--- config.mk ---
export PLATFORM = sky130hd
export DESIGN_NAME = lvds_tx
export DESIGN_NICKNAME = d
export VERILOG_FILES = /design/src/rtl/lvds_pkg.sv /design/src/rtl/lvds_tx_lane.sv /design/src/rtl/lvds_tx.sv
export SDC_FILE = /design/constraint.sdc
export NUM_CORES = 1
export LEC_CHECK = 0
export CELL_PAD_IN_SITES_DETAIL_PLACEMENT = 0
export CELL_PAD_IN_SITES_GLOBAL_PLACEMENT = 2
export CORE_ASPECT_RATIO = 0.6
export CORE_MARGIN = 2
export CORE_UTILIZATION = 37
export CTS_CLUSTER_DIAMETER = 40
export DETAILED_ROUTE_END_ITERATION = 8
export PLACE_DENSITY_LB_ADDON = 0.1
export SLEW_MARGIN = 10
export SYNTH_ARGS = -nofsm -noshare
export SYNTH_HDL_FRONTEND = slang
export SYNTH_SLANG_ARGS = --single-unit
--- constraint.sdc ---
create_clock -name i_clk -period 2.9 [get_ports i_clk]
set_input_delay 0.725 -clock i_clk [delete_from_list [all_inputs] [get_ports i_clk]]
set_output_delay 0.725 -clock i_clk [all_outputs]
set_load 0.01 [all_outputs]
--- src/rtl/lvds_pkg.sv ---
// Shared constants for the 4-lane DDR I/Q LVDS link (transmit and receive sides).
package lvds_pkg;

  // Default word width and the frame geometry derived from it.
  localparam int WORDWIDTH_DEF   = 12;
  localparam int SLOTS           = WORDWIDTH_DEF / 2;
  localparam int FCLK_HIGH_SLOTS = SLOTS / 2;

  // Lane indices, identical on both ends of the link.
  localparam int NUM_LANES = 4;
  localparam int DR0       = 0;
  localparam int DR1       = 1;
  localparam int DI0       = 2;
  localparam int DI1       = 3;

  // Clock cycles per frame for a given word width (two bits per lane per DCLK period).
  function automatic int slots_of(input int wordwidth);
    return wordwidth / 2;
  endfunction

endpackage

--- src/rtl/lvds_tx_lane.sv ---
// One serial data lane: parallel load on the frame load edge, LSB-first shift out.
module lvds_tx_lane #(
  parameter int W = 6
) (
  input  logic         clk_i,
  input  logic         rst_ni,
  input  logic         load_i,
  input  logic [W-1:0] data_i,
  output logic         bit_o
);

  logic [W-1:0] sh_q, sh_d;
  logic         bit_q, bit_d;

  // Next state: a load presents bit 0 immediately and keeps the rest for later slots.
  always_comb begin
    // NOTE: every signal assigned here gets a default first, so no path can infer a latch.
    sh_d  = sh_q >> 1;
    bit_d = sh_q[0];
    if (load_i) begin
      sh_d  = data_i >> 1;
      bit_d = data_i[0];
    end
  end

  // Shift register and registered lane output.
  always_ff @(posedge clk_i or negedge rst_ni) begin
    // NOTE: state is updated with non-blocking assignments so every flop samples pre-edge values.
    if (!rst_ni) begin
      sh_q  <= '0;
      bit_q <= 1'b0;
    end else begin
      sh_q  <= sh_d;
      bit_q <= bit_d;
    end
  end

  assign bit_o = bit_q;

endmodule

--- src/rtl/lvds_tx.sv ---
// Fabric LVDS source-synchronous serializer: one R/I pair per frame on four DDR lanes
// with bit clock and frame clock, fed through a one-entry valid/ready buffer.
module lvds_tx
  import lvds_pkg::*;
#(
  parameter int                   WORDWIDTH = WORDWIDTH_DEF,
  parameter logic [WORDWIDTH-1:0] IDLE_R    = '0,
  parameter logic [WORDWIDTH-1:0] IDLE_I    = '0
) (
  input  logic                 i_clk,
  input  logic                 i_rst_n,
  input  logic                 i_en,
  input  logic                 i_valid,
  output logic                 o_ready,
  input  logic [WORDWIDTH-1:0] i_data_R,
  input  logic [WORDWIDTH-1:0] i_data_I,
  output logic                 o_lvds_dclk,
  output logic                 o_lvds_fclk,
  output logic                 o_lvds_dr0,
  output logic                 o_lvds_dr1,
  output logic                 o_lvds_di0,
  output logic                 o_lvds_di1,
  output logic                 o_frame_start,
  output logic                 o_underrun
);

  localparam int              NSLOTS    = slots_of(WORDWIDTH);
  localparam int              HALF      = WORDWIDTH / 2;
  localparam int              FCLK_HI   = NSLOTS / 2;
  localparam int              SW        = (NSLOTS > 1) ? $clog2(NSLOTS) : 1;
  localparam logic [SW-1:0]   LAST_SLOT = SW'(NSLOTS - 1);

  // Slot counter and registered clock/flag outputs.
  logic [SW-1:0] slot_q, slot_d;
  logic          dclk_q, dclk_d;
  logic          fclk_q, fclk_d;
  logic          fs_q, fs_d;
  logic          ur_q, ur_d;

  // One-entry holding buffer.
  logic                 full_q, full_d;
  logic [WORDWIDTH-1:0] hold_r_q, hold_i_q;

  logic                 load;
  logic                 handshake;
  logic                 take_held;
  logic [WORDWIDTH-1:0] word_r, word_i;
  logic [HALF-1:0]      lane_word [NUM_LANES];
  logic [NUM_LANES-1:0] lane_bit;

  assign load      = (slot_q == LAST_SLOT);
  assign handshake = i_valid & ~full_q;
  assign take_held = load & i_en & full_q;
  assign o_ready   = ~full_q;

  // Frame sequencing: next slot, clocks for that slot, buffer flag and load-edge pulses.
  always_comb begin
    slot_d = load ? '0 : slot_q + 1'b1;
    dclk_d = slot_d[0];
    fclk_d = (slot_d < SW'(FCLK_HI));
    fs_d   = load;
    ur_d   = load & i_en & ~full_q;
    full_d = full_q;
    if (take_held) begin
      full_d = 1'b0;
    end else if (handshake) begin
      // A handshake on an empty load edge only fills the buffer; there is no bypass.
      full_d = 1'b1;
    end
  end

  // Word presented to the lanes on the load edge, split into per-lane halves.
  always_comb begin
    word_r = take_held ? hold_r_q : IDLE_R;
    word_i = take_held ? hold_i_q : IDLE_I;
    lane_word[DR0] = word_r[HALF-1:0];
    lane_word[DR1] = word_r[WORDWIDTH-1:HALF];
    lane_word[DI0] = word_i[HALF-1:0];
    lane_word[DI1] = word_i[WORDWIDTH-1:HALF];
  end

  // Control state; the counter resets to the last slot so the first edge enters slot 0.
  always_ff @(posedge i_clk or negedge i_rst_n) begin
    if (!i_rst_n) begin
      slot_q <= LAST_SLOT;
      dclk_q <= 1'b0;
      fclk_q <= 1'b0;
      fs_q   <= 1'b0;
      ur_q   <= 1'b0;
      full_q <= 1'b0;
    end else begin
      slot_q <= slot_d;
      dclk_q <= dclk_d;
      fclk_q <= fclk_d;
      fs_q   <= fs_d;
      ur_q   <= ur_d;
      full_q <= full_d;
    end
  end

  // Holding register payload, captured on a handshake.
  always_ff @(posedge i_clk) begin
    // NOTE: payload has no reset; full_q alone decides whether it is meaningful.
    if (handshake) begin
      hold_r_q <= i_data_R;
      hold_i_q <= i_data_I;
    end
  end

  for (genvar g = 0; g < NUM_LANES; g++) begin : g_lane
    lvds_tx_lane #(.W(HALF)) u_lane (
      .clk_i  (i_clk),
      .rst_ni (i_rst_n),
      .load_i (load),
      .data_i (lane_word[g]),
      .bit_o  (lane_bit[g])
    );
  end

  assign o_lvds_dclk   = dclk_q;
  assign o_lvds_fclk   = fclk_q;
  assign o_lvds_dr0    = lane_bit[DR0];
  assign o_lvds_dr1    = lane_bit[DR1];
  assign o_lvds_di0    = lane_bit[DI0];
  assign o_lvds_di1    = lane_bit[DI1];
  assign o_frame_start = fs_q;
  assign o_underrun    = ur_q;

endmodule

==> metrics.txt <==
first-pass GRT wire length 5630 um; Yosys Warn Count 0; crit path max fanout 24; post-DP HPWL 1940 um; ANT cells 0; chip width 101 um; number of cells on the worst reg-to-reg path 3; Clk pwr share 0.342; Cell variety after synth 20; Final Non-Filler Cells 230; worst r2r src slot_q[2]$_DFF_PN1_; Rel. slew slack 0.497; Initial DRT Pass Iterations 4; routed wire length 3300 um; H-tree depth 2; count of final setup violators 0; Placer Congestion 0.668; Global Route Usage Sum 0.118; I/O Buffers 36; global route overflow 0; WHS 0.478 ns; crit path cell chain inv_1 > clkdlybuf4s50_1; Int Power 0.00116 W; clk_lat worst skew 0.30 ns; MaxCap Viol Count 0; sequential power share 0.600; Endpoint, Worst Hold g_lane[3].u_lane.sh_q[4]$_DFF_PN0_; net count after synthesis 149; Worst Max-Slew Pin Slew 0.755 ns; CP Launch Type register; PnR worst setup slack 0.393 ns; clock root cell clkbuf_8; fmax 399 MHz; max-slew violation count 0; Slowest cell on crit path dfrtp_1; share of layout cells above drive strength 1 0.205; DR vias 1080; Max VDD drop 179 uV; antenna-violating nets left 0; I/O pin count 37; Leak 1.13 nW; Area Growth Syn to Fin 25.0%; reg-to-reg endpoint g_lane[3].u_lane.sh_q[3]$_DFF_PN0_; DR vias/cell 4.70; drt wl/cell 14.3 um; vias in the first global route 1148; design area 2610 um2; Cells on Worst Hold Path 1; clock-pin slew on the worst setup and hold paths 0.09 ns; synthesized cell area 2090 um2; DRT iter0 DRCs 40; area of the die 6280 um2; initial antenna violation count 0; largest net degree at the start of global routing 33; worst clock skew 0.00533 ns; Nets 188; Hold Vio Cnt, Final 0; RSZ-0062 raised after global routing no; DRC Markers 0; Post-CTS Resized 0; Setup crit end kind output pin; placed cell count 222; sequential-to-total area share from yosys stat 0.730; Post-CTS Setup Inserts 0; TritonCTS clock tree done; status finished clean; critical path class register to output pin; Mapped Avg Cell Area 17.2 um2; Post-Place Setup Slack 0.577 ns; CTS sink cnt 56; Core ar. 5520 um2; Post-Syn Instances 121; combinational share of power 0.058; post-layout min period 2.51 ns; switching power 0.000275 W; min-delay src hold_i_q[11]$_DFFE_PP_; setup TNS 0 ns; R2R setup slack 1.29 ns; pwr dens 551 nW/um2; Chip Height 62.2 um; sw frac 0.192; Worst EP required 2.17 ns; flops & latches, synth 56; Worst Hold Class register to register; Max stage delay on crit path 0.84 ns; crit path DAT 1.78 ns; Placement Cell Area 2500 um2; final worst-path cycle share 0.865; Hold Buf Count CTS 0; Initial Utilization 0.378; row cnt 21; CTS buffer count 5; maximum clock insertion buffer count 2
## cell families after synthesis
| group | after synthesis | synth area share |
|---|---|---|
| compound gates | 3 | 0.00839 |
| buf+inv | 9 | 0.0312 |
| flops | 56 | 0.730 |
| mux | 21 | 0.136 |
| simple gates | 32 | 0.0941 |
## registers in the layout, indices dropped and copies added, names as in the netlist
signal               cells
g_lane.u_lane.bit_o      4
o_lvds_dclk              1
o_lvds_fclk              1
slot_q                   3
hold_i_q                12
o_frame_start            1
o_underrun               1
full_q                   1
g_lane.u_lane.sh_q      20
hold_r_q                12
## worst max-delay path, delay by kind of cell (launching register included)
| kind | cells | cell delay (ns) |
|---|---|---|
| buf+inv | 2 | 0.63 |
| flops | 1 | 0.84 |
## metrics by stage
step | utilization | total power (W)
floorplan | - | 0.000903
global route | 0.473 | 0.00150
finish | 0.473 | 0.00144
CTS | 0.473 | 0.00146
global placement | 0.453 | 0.000962
detailed placement | 0.453 | 0.000965
## worst max-delay path by stage
stage          cells after the start               start  slack [ns]                                 end
2_1_floorplan                      1             i_valid        0.66               hold_i_q[0]$_DFFE_PP_
3_3_place_gp                       3                i_en        0.65  g_lane[3].u_lane.sh_q[1]$_DFF_PN0_
3_5_place_dp                       3                i_en        0.58  g_lane[3].u_lane.sh_q[3]$_DFF_PN0_
4_1_cts                            2  full_q$_DFFE_PN0P_        0.38                             o_ready
5_1_grt                            2  full_q$_DFFE_PN0P_        0.21                             o_ready
6_report                           2  full_q$_DFFE_PN0P_        0.39                             o_ready
## area by class of cell
class | instances | area, um2
flip-flops and latches | 56 | 1520
clock inverters | 2 | 35.0
multi-input cells | 56 | 500
clock buffers | 6 | 72.6
inverters | 2 | 7.51
fillers | 486 | 2910
repair buffers | 39 | 383
well taps | 69 | 86.3
## synth_stat cells
library cell   n  share of area
and3_1        25          0.075
a21oi_1        1         0.0024
nor2_1         1         0.0018
a21o_1         1         0.0036
buf_12         1         0.0096
nor3b_1        1         0.0036
and2_1         1         0.0030
buf_6          2          0.011
nand2_1        2         0.0036
nor2b_1        1         0.0030
edfxtp_1      24           0.35
dfstp_2        2          0.025
mux2_4        13          0.094
o21ai_0        1         0.0024
and3b_1        1         0.0042
clkbuf_1       4         0.0072
mux2i_1        1         0.0048
inv_1          2         0.0036
mux2_2         7          0.038
dfrtp_1       30           0.36
## power by group through the flow
stage	Clock [W]	Combinational (W)	Sequential, W
2_1_floorplan	0	0.0000285	0.000875
3_3_place_gp	0	0.0000828	0.000879
3_5_place_dp	0	0.0000853	0.000879
4_1_cts	0.000511	0.0000855	0.000863
5_1_grt	0.000546	0.0000918	0.000866
6_report	0.000491	0.0000832	0.000863
## cells in the final DEF (no fill, tap or decap), types with 2 or more instances in the layout
| cell | n |
|---|---|
| mux2_2 | 7 |
| nand2_1 | 2 |
| and3_1 | 25 |
| edfxtp_1 | 24 |
| inv_1 | 2 |
| clkbuf_8 | 5 |
| dfrtp_1 | 30 |
| mux2_4 | 13 |
| clkdlybuf4s50_1 | 36 |
| buf_4 | 3 |
| dfstp_2 | 2 |
## layer usage
| metal | GRT usage | wire (um) | share of wire | up-vias |
|---|---|---|---|---|
| met5 | 0 | 0 | 0 | - |
| met4 | 0.0253 | 12 | 0.0036 | 0 |
| met3 | 0.0462 | 214 | 0.065 | 2 |
| met2 | 0.179 | 1490 | 0.45 | 26 |
| met1 | 0.161 | 1580 | 0.48 | 544 |
| li1 | - | - | - | 508 |
(Power assumes the default switching activity.)
==> variant (same settings) <==
`WORDWIDTH_DEF`: 12 -> 24.
--- a/src/rtl/lvds_pkg.sv
+++ b/src/rtl/lvds_pkg.sv
@@ -2,7 +2,7 @@
 package lvds_pkg;
 
   // Default word width and the frame geometry derived from it.
-  localparam int WORDWIDTH_DEF   = 12;
+  localparam int WORDWIDTH_DEF   = 24;
   localparam int SLOTS           = WORDWIDTH_DEF / 2;
   localparam int FCLK_HIGH_SLOTS = SLOTS / 2;
 
Interface: changed (resized i_data_I and i_data_R); port bits go from 37 to 61. No check against the original RTL was run, so the function may have changed too.
==> variant against the unedited design <==
Sequential cell count increased by 49; synthesized area is 66% higher; setup slack gained 0.37 ns; sequential power rose by 88%; first-iteration DRC count is 120% higher; wire length grew 76%; final area up 72%; power grew 100%; worst hold slack worse by 0.10 ns; critical path type unchanged; critical endpoint unchanged; largest cell class unchanged; largest power group unchanged.
==> variant: results <==
metrics = {
    "yosys": {
        "synth-async-reset-ratio_pct": 54.3,
        "synth_fp_nets": 234,
        "ys_seq_area_share_pct": 82.9,
        "avgSynthCellArea_um2": 19.1,
        "synth-adder-area-share_pct": 0.361,
        "synth.area.mux_share_pct": 0.325,
        "synth_cell_types": 21,
    },
    "min_path": {
        "holdCritPathClass": "in -> async",
    },
    "cts": {
        "cts.clk_slew.worst_paths_ns": 0.07,
        "clock_latency_ns": 0.34,
        "ctsRootBufferMaster": "clkbuf_16",
        "cts_buffers": 9,
    },
    "critical_path": {
        "cpPeakStageDelay_ns": 0.54,
        "r2r_setup_slack_ns": 1.21,
        "rr_worst_depth": 6,
        "crit_arrival_ns": 1.41,
        "critPathTopFamily": "buffers and inverters",
        "path_max_fanout": 4,
    },
    "sta": {
        "fin_crit_ns": 2.13,
        "fin_skew_ns": 0.00932,
    },
    "placement": {
        "pre_cts_ws_ns": 0.838,
        "postPlaceCellArea_mm2": 0.00421,
        "dpl.cell_count": 354,
        "numPortBuffers": 60,
        "hpwl_um": 3540,
    },
    "routing": {
        "met3_wirelength_um": 299,
        "wl_met2_um": 2430,
        "vias": 1752,
        "drt-initial-drc-count": 87,
    },
    "status": {
        "status": "completed",
    },
    "final_layout": {
        "largest_register_ffs": 44,
    },
    "power": {
        "p_seq_uw": 1620,
        "leakagePower_uw": 0.00184,
        "power.density_mw_per_mm2": 640,
    },
    "global_routing": {
        "grt_max_degree": 45,
    },
}
## variant: cell count changes after synthesis, sizes merged, moves of 3 or more
cell	before	now
and3	25	2
a22o	0	44
dfrtp	30	54
mux2	20	1
edfxtp	24	48
and2	1	5
nor2	1	4
buf	3	6
## variant: worst min path at each step
stage | endpoint | slack [ns] | depth (start not counted)
CTS | g_lane[2].u_lane.sh_q[10] | 0.39 | 1
finish | g_lane[2].u_lane.sh_q[10] | 0.37 | 1
global route | g_lane[2].u_lane.sh_q[10] | 0.42 | 1
global placement | g_lane[2].u_lane.sh_q[10] | 0.43 | 1
floorplan | full_q | 0.43 | 0
detailed placement | g_lane[2].u_lane.sh_q[10] | 0.44 | 1
## variant: final cells by class
class | count | area (um^2) | share of cell area, %
repair buffers | 67 | 648 | 14.4
well taps | 116 | 145 | 3.23
flip-flops and latches | 105 | 2870 | 63.9
multi-input cells | 64 | 536 | 11.9
inverters | 2 | 7.51 | 0.167
clock inverters | 7 | 63.8 | 1.42
clock buffers | 9 | 225 | 5.01
